## src/rtl/riscv_pkg.sv

```systemverilog
// riscv_pkg: immediate format codes, base opcodes and ID-stage FSM states.
// Shared by imm_gen and id_stage_ctrl.
package riscv_pkg;

    typedef enum logic [2:0] {
        FMT_NONE = 3'd0,
        FMT_I    = 3'd1,
        FMT_S    = 3'd2,
        FMT_B    = 3'd3,
        FMT_U    = 3'd4,
        FMT_J    = 3'd5
    } fmt_e;

    typedef enum logic [1:0] {
        ST_EMPTY  = 2'd0,
        ST_HOLD   = 2'd1,
        ST_BUBBLE = 2'd2
    } id_state_e;

    localparam logic [6:0] OPC_LOAD    = 7'b0000011;
    localparam logic [6:0] OPC_OPIMM   = 7'b0010011;
    localparam logic [6:0] OPC_OPIMM32 = 7'b0011011;
    localparam logic [6:0] OPC_JALR    = 7'b1100111;
    localparam logic [6:0] OPC_STORE   = 7'b0100011;
    localparam logic [6:0] OPC_BRANCH  = 7'b1100011;
    localparam logic [6:0] OPC_LUI     = 7'b0110111;
    localparam logic [6:0] OPC_AUIPC   = 7'b0010111;
    localparam logic [6:0] OPC_JAL     = 7'b1101111;

    function automatic logic uses_rs1(input fmt_e f);
        return (f == FMT_I) || (f == FMT_S) || (f == FMT_B) || (f == FMT_NONE);
    endfunction

    function automatic logic uses_rs2(input fmt_e f);
        return (f == FMT_S) || (f == FMT_B) || (f == FMT_NONE);
    endfunction

endpackage

```

## src/rtl/imm_gen.sv

```systemverilog
// imm_gen: opcode classification and sign-extended immediate extraction.
// U/J decode is present only when IMM_UJ_FMT_EN is defined.
module imm_gen
    import riscv_pkg::*;
(
    input  logic [31:0] instr_i,
    output logic [2:0]  fmt_o,
    output logic [63:0] imm_o
);

    fmt_e fmt;

    always_comb begin
        fmt   = FMT_NONE;
        imm_o = '0;
        case (instr_i[6:0])
            OPC_LOAD, OPC_OPIMM, OPC_OPIMM32, OPC_JALR: begin
                fmt   = FMT_I;
                imm_o = {{52{instr_i[31]}}, instr_i[31:20]};
            end
            OPC_STORE: begin
                fmt   = FMT_S;
                imm_o = {{52{instr_i[31]}}, instr_i[31:25], instr_i[11:7]};
            end
            OPC_BRANCH: begin
                fmt   = FMT_B;
                imm_o = {{51{instr_i[31]}}, instr_i[31], instr_i[7],
                         instr_i[30:25], instr_i[11:8], 1'b0};
            end
`ifdef IMM_UJ_FMT_EN
            OPC_LUI, OPC_AUIPC: begin
                fmt   = FMT_U;
                imm_o = {{32{instr_i[31]}}, instr_i[31:12], 12'h000};
            end
            OPC_JAL: begin
                fmt   = FMT_J;
                imm_o = {{43{instr_i[31]}}, instr_i[31], instr_i[19:12],
                         instr_i[20], instr_i[30:21], 1'b0};
            end
`endif
            default: ;
        endcase
    end

`ifndef IMM_UJ_FMT_EN
    logic unused_uj;
    assign unused_uj = ^instr_i[19:12];
`endif

    assign fmt_o = fmt;

endmodule

```

## src/rtl/id_stage_ctrl.sv

```systemverilog
// id_stage_ctrl: decode-stage register slice with load-use bubble insertion.
// IMM_UJ_FMT_EN (in imm_gen) enables U/J immediate formats.
module id_stage_ctrl
    import riscv_pkg::*;
(
    input  logic        clk,
    input  logic        reset,
    input  logic        if_valid,
    input  logic [31:0] if_instr,
    input  logic [63:0] if_pc,
    output logic        if_ready,
    output logic        id_valid,
    input  logic        ex_ready,
    output logic [31:0] id_instr,
    output logic [63:0] id_pc,
    output logic [63:0] id_imm,
    output logic [2:0]  id_fmt,
    input  logic        flush,
    output logic        lu_stall
);

    id_state_e   state_q, state_d;
    logic [31:0] instr_q;
    logic [63:0] pc_q, imm_q;
    fmt_e        fmt_q, in_fmt;
    logic [4:0]  lu_rd_q, lu_rd_d;
    logic [2:0]  dec_fmt;
    logic [63:0] dec_imm;
    logic [4:0]  rs1, rs2;
    logic        handoff, accept, hazard;

    imm_gen u_imm_gen (
        .instr_i (if_instr),
        .fmt_o   (dec_fmt),
        .imm_o   (dec_imm)
    );

    assign in_fmt  = fmt_e'(dec_fmt);
    assign handoff = (state_q == ST_HOLD) && ex_ready;
    assign accept  = if_valid && if_ready;
    assign rs1     = if_instr[19:15];
    assign rs2     = if_instr[24:20];

    always_comb begin
        lu_rd_d = lu_rd_q;
        if (flush)
            lu_rd_d = '0;
        else if (handoff)
            lu_rd_d = (instr_q[6:0] == OPC_LOAD) ? instr_q[11:7] : 5'd0;
        else if (ex_ready)
            lu_rd_d = '0;
    end

    // Compare against the load that will be in EX when this instr sits in ID
    assign hazard = (lu_rd_d != 5'd0) &&
                    ((uses_rs1(in_fmt) && (rs1 == lu_rd_d)) ||
                     (uses_rs2(in_fmt) && (rs2 == lu_rd_d)));

    always_ff @(posedge clk) begin
        if (reset)
            state_q <= ST_EMPTY;
        else
            state_q <= state_d;
    end

    always_comb begin
        state_d = state_q;
        if (flush)
            state_d = ST_EMPTY;
        else if (accept)
            state_d = hazard ? ST_BUBBLE : ST_HOLD;
        else begin
            case (state_q)
                ST_HOLD:   if (handoff) state_d = ST_EMPTY;
                ST_BUBBLE: if (ex_ready) state_d = ST_HOLD;
                default: ;
            endcase
        end
    end

    always_comb begin
        id_valid = (state_q == ST_HOLD);
        lu_stall = (state_q == ST_BUBBLE);
        if_ready = !reset && !flush && ((state_q == ST_EMPTY) || handoff);
    end

    always_ff @(posedge clk) begin
        if (reset) begin
            instr_q <= '0;
            pc_q    <= '0;
            imm_q   <= '0;
            fmt_q   <= FMT_NONE;
            lu_rd_q <= '0;
        end else begin
            lu_rd_q <= lu_rd_d;
            if (accept) begin
                instr_q <= if_instr;
                pc_q    <= if_pc;
                imm_q   <= dec_imm;
                fmt_q   <= in_fmt;
            end
        end
    end

    assign id_instr = instr_q;
    assign id_pc    = pc_q;
    assign id_imm   = imm_q;
    assign id_fmt   = fmt_q;

endmodule

```

## config.mk

```make
export PLATFORM = sky130hd
export DESIGN_NAME = id_stage_ctrl
export DESIGN_NICKNAME = d
export VERILOG_FILES = /design/src/rtl/riscv_pkg.sv /design/src/rtl/imm_gen.sv /design/src/rtl/id_stage_ctrl.sv
export SDC_FILE = /design/constraint.sdc
export NUM_CORES = 1
export LEC_CHECK = 0
export ABC_AREA = 0
export BUFFER_PORTS_ARGS = -buffer_cell sky130_fd_sc_hd__clkbuf_2
export CORE_ASPECT_RATIO = 0.5
export CORE_UTILIZATION = 33
export CTS_CLUSTER_DIAMETER = 100
export DETAILED_ROUTE_END_ITERATION = 10
export GPL_TIMING_DRIVEN = 0
export MAX_ROUTING_LAYER = met4
export PLACE_DENSITY = 0.74
export SETUP_SLACK_MARGIN = 0.5
export SYNTH_ARGS = -nofsm -noshare
export SYNTH_HDL_FRONTEND = slang
export SYNTH_SLANG_ARGS = --single-unit
```

## constraint.sdc

```tcl
create_clock -name clk -period 1.9 [get_ports clk]
set_input_delay 0.095 -clock clk [delete_from_list [all_inputs] [get_ports clk]]
set_output_delay 0.095 -clock clk [all_outputs]
set_load 0.02 [all_outputs]
```

==> reports/results.ini <==
[floorplan]
die_h_um=90.2
area_enclosed_by_the_die_boundary_mm2=0.0161
std_cell_rows=31
boundaryPins=267
floorplan.initialDensity_pct=34.6
design.core.area_mm2=0.0148
die_w_um=178

[placed_design]
io_buffer_count=264
gp_routability_congestion=0.920
place_hpwl_um=13000

[synth]
synth_top_flop_cell=dfxtp_1
synth_edf_count=0
synth.yosys.seq_area_share_pct=46.0
yosys-mux-area-fraction_pct=0.220
synthAdderAreaFrac_pct=0.732
ys.warnings.count=0
synth_compound_gate_area_share_pct=16.6
synth-seq-cells=118
syn_std_cell_area_mm2=0.00513
synth_async_sr_flop_share_pct=0
syn_inst=663
synth_top_family_by_area=simple AND/OR/NAND/NOR gates
synthesis.nets=767
post_synth_num_cell_types=55
average_cell_area_after_synthesis_um2=7.74
area_share_of_and_or_nand_nor_cells_after_synthesis_pct=24.6
synth_xor_xnor_area_share_pct=0

[drt]
antenna_left=0
drc=0
detailedRoute.firstPassIterationCount=6
routedWlPerCell_um=22.5
detail_route.iter0.violations=677
drt-met1-wl_um=9910
route.met2.wl_um=13700
met3_length_um=3050
detail_route.vias_per_cell=5.65
route.vias.total=7320
highest_layer=met4
drt_wl_total_um=29200

[run_status]
failed_checks=setup timing
run_status=finished, violations left

[run]
max_cap_violations=0

[grt]
vias_in_the_first_global_route=6826
all_layer_global_routing_usage_pct=30.1
grt_pass1_wl_um=36400
grt_max_degree=27
globalRouteOverflowTotal=0
antenna_found_initial=1

[timing]
final_max_tran_viols=0
final_period_minus_worst_setup_slack_ps=2280
slew_headroom_pct=45.3
layout_setup_ws_ps=-380
worst_tran_pin_value_ps=820
post-route-period-util_pct=120
rsz_0062_raised_after_global_routing=true
report.final.hold_viol_count=0
setup_viol=109
setup_tns_ps=-11470
clock-skew-final_ps=10.1
timing.fmax_mhz=439

[critical_path]
crit_path_max_fanout=2
worst_path_cell_trace=or4_4 -> nor3_4 -> buf_4 -> mux2_4 -> nor4_4 -> a32oi_2 -> a32o_1
timing.critical_path.required_ps=2210
path_buf_inv=1
critical-path-top-delay-family=simple AND/OR/NAND/NOR gates
startpoint_type=flip-flop
critical-path-max-stage-delay_ps=580
crit_arrival_ps=2590
cp_class=reg -> reg
crit_slowest_cell=or4_4
nature_of_the_critical_path_endpoint=flip-flop

[cts]
clock_tree.htree_level_count=4
clk_pin_slew_ps=60
tritoncts=built
clock_latency_on_the_worst_skew_pair_ps=420
cts_root_buf=clkbuf_16
longest_clk_path_bufs=2
cts-buffers-inserted=17
cts.sink_count=118

[power_and_ir_drop]
max-vdd-ir-drop_v=0.000523
pwr_dens_mw_per_mm2=696
fin_total_pwr_mw=7.22
p_leak_nw=4.75

[final_layout]
final_core_utilization_pct=70.0
drive_above_1_share_pct=61.0
syn_to_final_growth_pct=102
nNetsFinal=1187

[hold_path]
holdCritPathClass=in -> reg

==> per-stage QoR <==
step	instance area (um^2)	hold slack [ps]	setup slack [ps]	cells
after CTS	9490	7.53	-249	1288
after global routing	10400	12.6	-420	1295
after floorplan	5230	223	-195	663
after detailed placement	6790	326	-376	1125
final	10400	26.3	-380	1295
after global placement	6790	317	-375	1125
==> cell type report <==
class                           instances  area, um^2
Antenna cell                            1        2.50
Buffer                                 93         791
Clock buffer                           19         443
Clock inverter                         13         155
Fill cell                             875        4440
Inverter                               11        43.8
Multi-Input combinational cell        441        3370
Sequential cell                       118        2370
Tap cell                              198         248
Timing Repair Buffer                  401        2940
==> path summary, 6_finish.rpt <==
kind / startpoint / cells past startpoint / slack, ps / endpoint
max: id_instr[4]$_SDFFE_PP0P_ / 7 / -380 / state_q[0]$_SDFFE_PP0P_
min: if_instr[31] / 3 / 30 / id_instr[31]$_SDFFE_PP0P_
max reg2reg: id_instr[4]$_SDFFE_PP0P_ / 7 / -380 / state_q[0]$_SDFFE_PP0P_
min reg2reg: id_pc[25]$_SDFFE_PP0P_ / 2 / 460 / id_pc[25]$_SDFFE_PP0P_
==> where the power goes <==
part           total [mW]  internal (mW)  leakage [nW]  switching [mW]
combinational        1.22          0.523          3.50           0.698
clock                3.39           2.09         0.289            1.30
sequential           2.61           2.55         0.961          0.0623
==> registers in the layout (all words and copies together) (netlist names) <==
signal	flops
id_instr	32
lu_rd_q	5
state_q	2
id_fmt	2
id_pc	64
id_imm	13
==> metal layers <==
metal	vias up	GRT usage, %
li1	3017	-
met1	3388	30.2
met2	665	51.5
met3	250	8.42
met4	0	19.3
met5	-	-
==> timing repair <==
action / 4_1_cts / 5_1_grt
buffers inserted: 28 / 5
gates resized for setup: 201 / 204
hold endpoints to repair: 96 / 0
cloned: 13 / 1
pin swaps: 59 / 108
setup endpoints to repair: 171 / 144
hold buffers: 90 / 0
==> cell usage after synthesis, types with 4 or more instances <==
cell / instances / share of area [%]
nor3_1: 9 / 0.88
nand3_1: 9 / 0.88
a221oi_1: 5 / 0.85
clkbuf_1: 28 / 2.0
a21oi_1: 112 / 11
nor2_1: 15 / 1.1
nand4_1: 5 / 0.61
inv_1: 11 / 0.80
nand2b_1: 7 / 0.85
buf_2: 13 / 1.3
nand2_1: 213 / 16
dfxtp_1: 118 / 46
nor4_1: 6 / 0.73
buf_4: 52 / 7.6
o22ai_1: 4 / 0.49
==> placed cells by master, fill, tap and decap left out, types with 9 or more instances in the layout <==
cell           instances
clkbuf_2             262
nand2_1              116
dfxtp_1              112
a21oi_2              101
dlygate4sd3_1         90
buf_4                 64
nand2_4               62
nand2_2               35
clkbuf_16             21
buf_6                 19
clkbuf_1              16
buf_12                15
a21oi_1                9
inv_1                  9
==> tightest hold or removal path: cells and delay by family <==
family,cells,cell delay (ps)
buffers and inverters,1,160
and+or+nand+nor,1,100
AOI/OAI and AO/OA,1,40
==> cell families after synthesis <==
family	Yosys count
AOI/OAI and AO/OA	148
DFF	118
buffers and inverters	104
other	1
and+or+nand+nor	288
adders and majority gates	3
muxes	1
(Power assumes the default switching activity.)
